**src/rtl/div_pkg.sv**
```systemverilog
// Shared types and constants for the sequential divider.
// State encoding, default width and divide-by-zero result.
package div_pkg;

  localparam int DEF_WIDTH = 4;

  typedef enum logic [1:0] {
    ST_IDLE = 2'd0,
    ST_RUN  = 2'd1,
    ST_DONE = 2'd2
  } state_e;

  // All-ones quotient reported for x/0; sliced to the used width.
  localparam logic [63:0] DZ_QUOT = '1;

endpackage

```
**src/rtl/seq_divider_if.sv**
```systemverilog
// Operand/result bundle between the switch board and the divider.
// master drives operands and start; slave returns results.
interface seq_divider_if #(
  parameter int WIDTH = 4
);

  logic [WIDTH-1:0] dividend;
  logic [WIDTH-1:0] divisor;
  logic             start;
  logic [WIDTH-1:0] quotient;
  logic [WIDTH-1:0] remainder;
  logic             busy;
  logic             done;
  logic             div_by_zero;

  modport master (
    output dividend,
    output divisor,
    output start,
    input  quotient,
    input  remainder,
    input  busy,
    input  done,
    input  div_by_zero
  );

  modport slave (
    input  dividend,
    input  divisor,
    input  start,
    output quotient,
    output remainder,
    output busy,
    output done,
    output div_by_zero
  );

endinterface

```
**src/rtl/div_step.sv**
```systemverilog
// One restoring-division iteration, purely combinational.
// Shifts the next dividend bit into R and tries to subtract.
module div_step
  import div_pkg::*;
#(
  parameter int WIDTH = DEF_WIDTH
) (
  input  logic [WIDTH:0]   r,
  input  logic [WIDTH-1:0] q,
  input  logic [WIDTH-1:0] d,
  output logic [WIDTH:0]   r_nx,
  output logic [WIDTH-1:0] q_nx
);

  logic [WIDTH:0] shl;
  logic [WIDTH:0] trial;
  logic           unused_r_msb;

  // R never exceeds the divisor, so its top bit is always clear.
  assign unused_r_msb = r[WIDTH];

  // Keep the difference when it did not borrow, else restore.
  always_comb begin
    shl   = {r[WIDTH-1:0], q[WIDTH-1]};
    trial = shl - {1'b0, d};
    r_nx  = shl;
    q_nx  = {q[WIDTH-2:0], 1'b0};
    if (!trial[WIDTH]) begin
      r_nx    = trial;
      q_nx[0] = 1'b1;
    end
  end

endmodule

```
**src/rtl/seq_divider.sv**
```systemverilog
// Sequential restoring divider, one quotient bit per clock.
// Results hold stable until the next accepted start.
module seq_divider
  import div_pkg::*;
#(
  parameter int WIDTH = DEF_WIDTH
) (
  input  logic          clk,
  input  logic          reset,
  seq_divider_if.slave  bus
);

  localparam int CW = (WIDTH > 1) ? $clog2(WIDTH) : 1;
  localparam logic [WIDTH-1:0] QDZ = DZ_QUOT[WIDTH-1:0];
  localparam logic [CW-1:0] CNT_LAST = CW'(WIDTH - 1);

  state_e           state;
  state_e           state_nx;
  logic             start_q;
  logic             start_rise;
  logic             accept;
  logic             div_zero;
  logic             dz_pend;
  logic [WIDTH-1:0] dz_num;
  logic [WIDTH:0]   r_q;
  logic [WIDTH-1:0] q_q;
  logic [WIDTH-1:0] d_q;
  logic [CW-1:0]    cnt;
  logic [WIDTH:0]   r_nx;
  logic [WIDTH-1:0] q_nx;
  logic [WIDTH-1:0] quo;
  logic [WIDTH-1:0] rem;
  logic             dbz;

  assign start_rise = bus.start & ~start_q;
  assign accept     = start_rise & (state != ST_RUN) & ~dz_pend;
  assign div_zero   = (bus.divisor == '0);

  div_step #(
    .WIDTH (WIDTH)
  ) u_step (
    .r    (r_q),
    .q    (q_q),
    .d    (d_q),
    .r_nx (r_nx),
    .q_nx (q_nx)
  );

  // State register.
  always_ff @(posedge clk or negedge reset) begin
    if (!reset) state <= ST_IDLE;
    else        state <= state_nx;
  end

  // Next state; x/0 spends one idle cycle before showing DONE.
  always_comb begin
    state_nx = state;
    if (dz_pend) begin
      state_nx = ST_DONE;
    end else if (accept) begin
      state_nx = div_zero ? ST_IDLE : ST_RUN;
    end else if (state == ST_RUN && cnt == '0) begin
      state_nx = ST_DONE;
    end
  end

  // Start edge detect; held-high button at reset release is ignored.
  always_ff @(posedge clk or negedge reset) begin
    if (!reset) start_q <= 1'b1;
    else        start_q <= bus.start;
  end

  // Operand latch, iteration registers and result registers.
  always_ff @(posedge clk or negedge reset) begin
    if (!reset) begin
      dz_pend <= 1'b0;
      dz_num  <= '0;
      r_q     <= '0;
      q_q     <= '0;
      d_q     <= '0;
      cnt     <= '0;
      quo     <= '0;
      rem     <= '0;
      dbz     <= 1'b0;
    end else begin
      dz_pend <= 1'b0;
      if (accept) begin
        dbz <= 1'b0;
        if (div_zero) begin
          dz_pend <= 1'b1;
          dz_num  <= bus.dividend;
        end else begin
          d_q <= bus.divisor;
          r_q <= '0;
          q_q <= bus.dividend;
          cnt <= CNT_LAST;
        end
      end
      if (dz_pend) begin
        quo <= QDZ;
        rem <= dz_num;
        dbz <= 1'b1;
      end
      if (state == ST_RUN) begin
        r_q <= r_nx;
        q_q <= q_nx;
        cnt <= cnt - 1'b1;
        if (cnt == '0) begin
          quo <= q_nx;
          rem <= r_nx[WIDTH-1:0];
        end
      end
    end
  end

  assign bus.quotient    = quo;
  assign bus.remainder   = rem;
  assign bus.div_by_zero = dbz;
  assign bus.busy        = (state == ST_RUN);
  assign bus.done        = (state == ST_DONE);

endmodule

```
**src/flat_wrapper.sv**
```systemverilog
// flat-port wrapper written by rule: the top's interface ports become plain ports
module seq_divider_flat import div_pkg::*;
#(
  parameter int WIDTH = DEF_WIDTH
)
  (clk, reset, bus_dividend, bus_divisor, bus_start, bus_quotient, bus_remainder, bus_busy, bus_done, bus_div_by_zero);
  seq_divider_if #(.WIDTH(WIDTH)) bus_i ();
  input  logic clk;
  input  logic reset;
  input wire logic [$bits(bus_i.dividend)-1:0] bus_dividend;
  input wire logic [$bits(bus_i.divisor)-1:0] bus_divisor;
  input wire logic [$bits(bus_i.start)-1:0] bus_start;
  output wire logic [$bits(bus_i.quotient)-1:0] bus_quotient;
  output wire logic [$bits(bus_i.remainder)-1:0] bus_remainder;
  output wire logic [$bits(bus_i.busy)-1:0] bus_busy;
  output wire logic [$bits(bus_i.done)-1:0] bus_done;
  output wire logic [$bits(bus_i.div_by_zero)-1:0] bus_div_by_zero;
  assign bus_i.dividend = bus_dividend;
  assign bus_i.divisor = bus_divisor;
  assign bus_i.start = bus_start;
  assign bus_quotient = bus_i.quotient;
  assign bus_remainder = bus_i.remainder;
  assign bus_busy = bus_i.busy;
  assign bus_done = bus_i.done;
  assign bus_div_by_zero = bus_i.div_by_zero;
  seq_divider #(.WIDTH(WIDTH)) u_core (.clk(clk), .reset(reset), .bus(bus_i));
endmodule
```
**config.mk**
```make
export PLATFORM = sky130hd
export DESIGN_NAME = seq_divider_flat
export DESIGN_NICKNAME = d
export VERILOG_FILES = /design/src/rtl/div_pkg.sv /design/src/rtl/seq_divider_if.sv /design/src/rtl/div_step.sv /design/src/rtl/seq_divider.sv /design/src/flat_wrapper.sv
export SDC_FILE = /design/constraint.sdc
export NUM_CORES = 1
export LEC_CHECK = 0
export CAP_MARGIN = 20
export CORE_ASPECT_RATIO = 1.2
export CORE_UTILIZATION = 55
export DETAILED_ROUTE_END_ITERATION = 10
export PLACE_DENSITY = 0.79
export SKIP_CTS_REPAIR_TIMING = 1
export SYNTH_ARGS = -nofsm -noshare
export SYNTH_HDL_FRONTEND = slang
export SYNTH_SLANG_ARGS = --single-unit
```
**constraint.sdc**
```tcl
create_clock -name clk -period 4.8 [get_ports clk]
set_clock_uncertainty 0.2 [all_clocks]
set_input_delay 0.96 -clock clk [delete_from_list [all_inputs] [get_ports clk]]
set_output_delay 0.96 -clock clk [all_outputs]
set_load 0.005 [all_outputs]
```
==> impl_metrics.toml, run 1 <==
[synthesis]
syn_nets = 160
netlist.top_cell.by_area = "dfrtp_1"
synth_async_sr_flop_share_pct = 100
syn_area_um2 = 1530
synth_area_per_cell_um2 = 10.7
synthTopCellsByCount = "dfrtp_1 (30), nand2_1 (27), nor2_1 (11), o21ai_1 (11), inv_1 (8)"
ys.flop_type = "dfrtp_1"
ys_ff_latch = 31
synth-compound-area-share_pct = 8.27
yosysTopAreaCellShare_pct = 49.1
synthesis.instances = 143
synth_xor_area_share_pct = 2.21
synth_edf_count = 0
synthTopCellsByArea = "dfrtp_1 (49%), nand2_1 (6.6%), mux2i_1 (4.6%)"
yosys.area_share.simple_pct = 16.2
synth_top_family_by_area = "simple AND/OR/NAND/NOR gates"
yosysUniqueCellTypes = 31
synth.most_common_cell = "dfrtp_1"
synth_warnings = 0
synthAdderAreaFrac_pct = 5.40
yosysSeqAreaShare_pct = 50.8
muxShareOfSynthArea_pct = 12.9

[setup_path]
required_ns = 3.64
critPathKind = "flop to output port"
cp.arrival_ns = 1.69
cp_cell_sequence = "nand2b_2 > inv_6 > clkdlybuf4s50_1"
critPathSlowestCell = "clkdlybuf4s50_1"
slowest_delay_ns = 0.51
crit_fanout = 10
worstSetupEndpointType = "output port"
startpoint_type = "flop"

[finish]
syn_to_final_growth_pct = 18.6
antenna_cells = 0
nets = 185
drive_gt1_share_pct = 14.2

[sta]
rsz0062_at_grt = "false"
slew_violations = 0
slew_headroom_pct = 52.8
min_period_ns = 2.85
max_freq_mhz = 351
setup_viol_count_final = 0
tightest_slew_ns = 0.706
finalCritPeriodShare_pct = 59.3
totalNegativeSetupSlack_ns = 0
hold_viol = 0

[floorplanning]
start_util_pct = 59.3
core_um2 = 2580
io_pins = 22
die-height_um = 59.8
dieArea_um2 = 3000
placementRows = 20
die-width_um = 50.1

[grt]
use_met2_pct = 41.3
grt_max_degree = 32
antenna_found_initial = 0
grt_pass1_wl_um = 5190
grtUsageTotal_pct = 24.4
grt_pass1_vias = 1107
use_met3_pct = 7.89
grt_util_met1_pct = 28.9
grt_overflow_total = 0
top_usage_layer = "met2"

[clock_network]
clock_sinks = 31
clkTransAtPathRegs_ns = 0.09
cts_buffers = 5
cts_max_path_buffers = 2
h-tree-depth = 2
cts_tree = "done"
worstSkewPairLatency_ns = 0.34
cts_root_buffer = "clkbuf_4"

[status]
outcome = "finished, final reports clean"

[route]
vias = 1067
drc = 0
routed_wl_um = 2970
avgRoutedWirePerCell_um = 14.7
first_iter_violations = 26
drt_first_pass_iters = 4
via_per_inst = 5.28
postRouteAntennaNets = 0

[placed_design]
io_buffers = 21
hpwlAfterDp_um = 2140
gp_congestion = 0.768

[min_path]
hold_class = "flop to flop"

[power_and_ir_drop]
ir_worst_vdd_v = 0.000328
totalPowerFinal_mw = 1.22
powerDensity_nw_per_um2 = 675
p_leak_nw = 0.870

[run]
maxCapViolations = 0
cells in the final DEF (no fill, tap or decap), types with 2 or more instances in the layout:
cell and count:
o21ai_1 11, dfrtp_1 30, a21oi_1 7, nand2_1 27, mux2i_1 7, clkdlybuf4s50_1 21
nor2_1 11, inv_1 8, clkbuf_4 5, ha_1 5, mux2_4 4, nand2b_2 2
nand2b_1 3, mux2_1 2, clkbuf_1 2, mux2_2 4, o21ai_0 4
report_power, final:
group | internal, mW | switching, mW
Combinational | 0.300 | 0.338
Sequential | 0.372 | 0.0694
Clock | 0.0569 | 0.0875
Total | 0.729 | 0.495
worst paths after layout:
path,startpoint,endpoint,slack (ns),cells after the start
min reg2reg,u_core.d_q[2],u_core.d_q[2],0.29,2
max in group asynchronous,reset,u_core.start_q,3.28,2
min in group asynchronous,reset,u_core.dz_num[0],0.80,2
max,u_core.state[1],bus_busy,1.95,3
min,u_core.d_q[2],u_core.d_q[2],0.29,2
max reg2reg,u_core.d_q[0],u_core.bus.remainder[1],2.21,7
per-stage QoR:
| stage | instance area, um^2 | std cells | setup slack, ns | util [%] | hold WS, ns |
|---|---|---|---|---|---|
| after global placement | 1760 | 194 | 1.81 | 68.4 | 0.267 |
| after CTS | 1810 | 202 | 1.93 | 70.3 | 0.292 |
| after detailed placement | 1760 | 194 | 1.73 | 68.4 | 0.269 |
| final | 1810 | 202 | 1.95 | 70.3 | 0.291 |
| after global routing | 1810 | 202 | 1.85 | 70.3 | 0.314 |
| after floorplan | 1530 | 143 | 2.50 | - | 0.246 |
sequential cells by signal, summed over array words and instances, names as in the netlist:
name                    cells
u_core.bus.quotient         4
u_core.bus.remainder        4
u_core.d_q                  4
u_core.dz_num               4
u_core.q_q                  4
u_core.r_q                  4
u_core.cnt                  2
u_core.state                2
u_core.bus.div_by_zero      1
u_core.dz_pend              1
u_core.start_q              1
worst max-delay path: cells and delay by family (launching register included):
family,cells,cell delay [ns]
AND/OR/NAND/NOR,1,0.30
flip-flops,1,0.39
buffers and inverters,2,0.66
cell type report:
| type | count | area [um^2] |
|---|---|---|
| repair buffers | 22 | 218 |
| flip-flops and latches | 31 | 777 |
| multi-input cells | 99 | 688 |
| inverters | 9 | 38.8 |
| clock inverters | 1 | 5.00 |
| clock buffers | 7 | 45.0 |
| fillers | 192 | 764 |
| well taps | 33 | 41.3 |
routing by layer:
layer | wire (um) | vias to the layer above
met2 | 1530 | 15
met5 | 0 | -
met1 | 1310 | 525
met4 | 42 | 0
met3 | 93 | 5
li1 | - | 522
cell families after synthesis:
kind of cell,after synthesis
simple gates,49
flops,31
compound gates,24
mux,17
buf+inv,13
fa+ha+maj,6
xor+xnor,3
(Power assumes the default switching activity.)
==> run 2, diff against run 1 <==
- CORE_UTILIZATION: 55 -> 48
- PLACE_DENSITY: 0.79 -> 0.73
- clock period: 4.8 -> 2.3 ns (I/O delays scaled with it)
==> run 2 against run 1 <==
  * The flow now finishes with violations (setup timing)
  * Worst setup slack lost 2.0 ns
  * Sequential cell count is the same
  * Non-clock buffer count rose by 12
  * Largest power group unchanged
  * Combinational power increased to 3.1 times the previous value
==> impl_metrics.toml, run 2 (synthesized netlist as in run 1, its figures left out) <==
[status]
outcome = "complete, but fails checks"
violations = "setup timing"

[sta]
setup_viol_count_final = 6
tightest_slew_ns = 0.602
min_period_ns = 2.35
totalNegativeSetupSlack_ns = -0.180
hold_viol = 0
slew_violations = 0
rsz0062_at_grt = "true"
finalCritPeriodShare_pct = 102
holdWs_ns = 0.298
max_freq_mhz = 426
slew_headroom_pct = 59.7
final.setup.worst_slack_ns = -0.0461

[grt]
antenna_found_initial = 0
grt_pass1_vias = 1126
grt_pass1_wl_um = 4960
grt_max_degree = 32
grt_overflow_total = 0
grtUsageTotal_pct = 20.6

[finish]
nets = 197
syn_to_final_growth_pct = 31.7
drive_gt1_share_pct = 26.5
layout_commonest_cell = "dfrtp_1"
finalCoreUtilization_pct = 65.9
final_cell_mix = "dfrtp_1 (30), nand2_1 (27), clkdlybuf4s50_1 (21), buf_4 (12), nor2_1 (11)"
antenna_cells = 0
finalNonFillerCells = 217

[clock_network]
worstSkewPairLatency_ns = 0.33
cts_tree = "done"
cts_root_buffer = "clkbuf_4"
clock_sinks = 31
h-tree-depth = 2
cts_buffers = 5
cts_max_path_buffers = 2
clkTransAtPathRegs_ns = 0.09

[power_and_ir_drop]
p_leak_nw = 0.972
ir_worst_vdd_v = 0.00123
powerDensity_nw_per_um2 = 1670

[route]
avgRoutedWirePerCell_um = 14.8
via_per_inst = 5.20
postRouteAntennaNets = 0
vias = 1129
drt_first_pass_iters = 6
routed_wl_um = 3210
drc = 0
first_iter_violations = 38

[run]
maxCapViolations = 0

[floorplanning]
placementRows = 22
die-height_um = 63.8
core_um2 = 3060
io_pins = 22
die-width_um = 53.5
start_util_pct = 50.0
dieArea_um2 = 3420

[setup_path]
worstSetupEndpointType = "flop"
r2r-end = "u_core.r_q[0]"
critPathSlowestCell = "dfrtp_1"
slowest_delay_ns = 0.44
r2r-start = "u_core.d_q[0]"
required_ns = 2.35
cp_cell_sequence = "ha_4 > fa_2 > nand2b_4 > a21oi_4 > xor2_2 > buf_6 > mux2_4 > o21ai_2"
path_depth = 8
critPathKind = "flop to flop"
cp.arrival_ns = 2.40
reg2reg_depth = 8
worstSetupStartpoint = "u_core.d_q[0]"
worst-path-buf-inv = 1
regToRegSetupSlack_ns = -0.05
cp-endpoint = "u_core.r_q[0]"
startpoint_type = "flop"
critPathTopFamily = "adder cells"
crit_fanout = 6

[min_path]
hold_class = "flop to flop"

[placed_design]
hpwlAfterDp_um = 2050
gp_congestion = 0.800
io_buffers = 21
dp_slack_ns = -0.0777
placedCellCount = 204
run 2: routing by layer:
| layer | share of wire [%] | GRT usage [%] | vias to the layer above |
|---|---|---|---|
| li1 | - | - | 555 |
| met4 | 0.69 | 9.54 | 0 |
| met1 | 43 | 25.6 | 552 |
| met5 | 0 | 0 | - |
| met3 | 3.2 | 6.19 | 2 |
| met2 | 53 | 32.0 | 20 |
run 2: layout make-up:
cell class / count / area, um^2
Clock inverter: 2 / 35.0
Inverter: 9 / 38.8
Tap cell: 36 / 45.0
Fill cell: 231 / 1040
Sequential cell: 31 / 777
Multi-Input combinational cell: 99 / 754
Clock buffer: 6 / 51.3
Timing Repair Buffer: 34 / 312
run 2: stage by stage:
| step | total power [mW] | area [um^2] |
|---|---|---|
| finish | 3.35 | 2010 |
| CTS | 2.85 | 1910 |
| global route | 3.59 | 2010 |
| detailed placement | 2.38 | 1820 |
| global placement | 2.35 | 1820 |
| floorplan | 1.84 | 1530 |
run 2: where the power goes:
part	switching (mW)	internal (mW)
logic	0.887	1.09
clock network	0.184	0.257
registers	0.161	0.777
total	1.23	2.12
run 2: worst register-to-register path, stage by stage, from the launching register on:
cell      delay, ns
dfrtp_1        0.44
ha_4           0.19
fa_2           0.36
nand2b_4       0.16
a21oi_4        0.17
xor2_2         0.15
buf_6          0.14
mux2_4         0.31
o21ai_2        0.16
run 2: worst min-delay path by stage:
| stage | startpoint | end | cells past startpoint |
|---|---|---|---|
| floorplan | reset | u_core.bus.div_by_zero | 0 |
| global placement | u_core.d_q[2] | u_core.d_q[2] | 2 |
| detailed placement | u_core.d_q[3] | u_core.d_q[3] | 2 |
| CTS | reset | u_core.q_q[0] | 2 |
| global route | u_core.dz_num[1] | u_core.dz_num[1] | 1 |
| finish | u_core.d_q[2] | u_core.d_q[2] | 2 |
==> run 3, diff against run 2 <==
- clock period: 2.3 -> 2.12 ns (I/O delays scaled with it)
==> run 3 against run 2 <==
  * Largest cell class unchanged
  * The flow still finishes with violations (setup timing)
  * First-iteration DRC count decreased by 32%
  * Global-route usage is 0.43 points higher
  * Maximum frequency increased by 2.5%
==> impl_metrics.toml, run 3 (synthesized netlist as in run 1, its figures left out) <==
[status]
outcome = "complete, but fails checks"
violations = "setup timing"

[route]
postRouteAntennaNets = 0
drc = 0
via_per_inst = 5.26
routed_wl_um = 3040
vias = 1146
avgRoutedWirePerCell_um = 14.0
first_iter_violations = 26
drt_first_pass_iters = 4

[setup_path]
worstSetupStartpoint = "u_core.d_q[0]"
required_ns = 2.18
cp.arrival_ns = 2.34
critPathKind = "flop to flop"
cp-endpoint = "u_core.bus.remainder[0]"
r2r-end = "u_core.bus.remainder[0]"
r2r-start = "u_core.d_q[0]"
worstSetupEndpointType = "flop"
reg2reg_depth = 7
crit_fanout = 6
startpoint_type = "flop"
regToRegSetupSlack_ns = -0.17

[placed_design]
io_buffers = 21
placed_cell_area_um2 = 1900
gp_congestion = 0.898
hpwlAfterDp_um = 2220
placedCellCount = 210

[grt]
grt_max_degree = 32
grtUsageTotal_pct = 21.0
grt_pass1_vias = 1156
grt_overflow_total = 0
grt_pass1_wl_um = 5050
antenna_found_initial = 0

[sta]
max_freq_mhz = 437
rsz0062_at_grt = "true"
tightest_slew_ns = 0.619
totalNegativeSetupSlack_ns = -1.19
slew_headroom_pct = 58.6
min_period_ns = 2.29
setup_viol_count_final = 9
finalCritPeriodShare_pct = 108
final.setup.worst_slack_ns = -0.168
hold_viol = 0
slew_violations = 0

[floorplanning]
die-width_um = 53.5
dieArea_um2 = 3420
core_um2 = 3060
placementRows = 22
io_pins = 22
die-height_um = 63.8
start_util_pct = 50.0

[clock_network]
clock_sinks = 31
clkTransAtPathRegs_ns = 0.09
cts_root_buffer = "clkbuf_4"
worstSkewPairLatency_ns = 0.33
cts_max_path_buffers = 2
h-tree-depth = 2
cts_tree = "done"
cts_buffers = 5

[power_and_ir_drop]
ir_worst_vdd_v = 0.000935
totalPowerFinal_mw = 3.26
p_leak_nw = 0.968
powerDensity_nw_per_um2 = 1640

[min_path]
hold_class = "primary input to asynchronous set/reset pin"

[finish]
final_cell_mix = "dfrtp_1 (30), nand2_1 (27), clkdlybuf4s50_1 (20), buf_4 (14), nor2_1 (11)"
nFillCells = 256
syn_to_final_growth_pct = 30.1
antenna_cells = 0
layout_commonest_cell = "dfrtp_1"
finalNonFillerCells = 218
nets = 198
finalInstanceArea_um2 = 1990
drive_gt1_share_pct = 26.4

[run]
maxCapViolations = 0
## run 3: area by class of cell
class	count	area, um^2	share of cell area, %
clock inverters	1	5.00	0.252
inverters	9	38.8	1.95
flip-flops and latches	31	777	39.1
multi-input cells	99	761	38.2
repair buffers	35	318	16.0
clock buffers	7	45.0	2.26
well taps	36	45.0	2.26
## run 3: metal layers
metal | wire length, um | track usage, %
met1 | 1320 | 24.7
met2 | 1490 | 32.8
met3 | 125 | 6.67
met4 | 111 | 11.8
met5 | 0 | 0
## run 3: how the worst min path moves through the flow
stage             startpoint                      to  slack (ns)  cells past startpoint
2_1_floorplan          reset  u_core.bus.div_by_zero       -0.07                      0
3_3_place_gp   u_core.d_q[2]           u_core.d_q[2]        0.27                      2
3_5_place_dp   u_core.d_q[3]           u_core.d_q[3]        0.27                      2
4_1_cts                reset  u_core.bus.quotient[2]        0.29                      2
5_1_grt                reset           u_core.r_q[0]        0.31                      2
6_report               reset         u_core.state[1]        0.28                      2
## run 3: worst max-delay path, cell delays in order (launching register included)
cell      delay [ns]
dfrtp_1         0.42
ha_4            0.18
fa_2            0.35
nand2b_4        0.16
a21oi_4         0.17
xor2_4          0.28
mux2_4          0.35
o21ai_2         0.11
## run 3: metrics by stage
step	worst slack (ns)	utilization [%]	hold slack (ns)
final	-0.168	65.1	0.278
after global routing	-0.252	65.1	0.308
after CTS	-0.193	63.9	0.289
after detailed placement	-0.198	62.3	0.270
after global placement	-0.0954	62.3	0.268
after floorplan	-0.0672	-	-0.0716
## run 3: power breakdown
group | switching (mW) | internal [mW]
Combinational | 0.892 | 1.03
Sequential | 0.165 | 0.843
Clock | 0.201 | 0.129
Total | 1.26 | 2.00
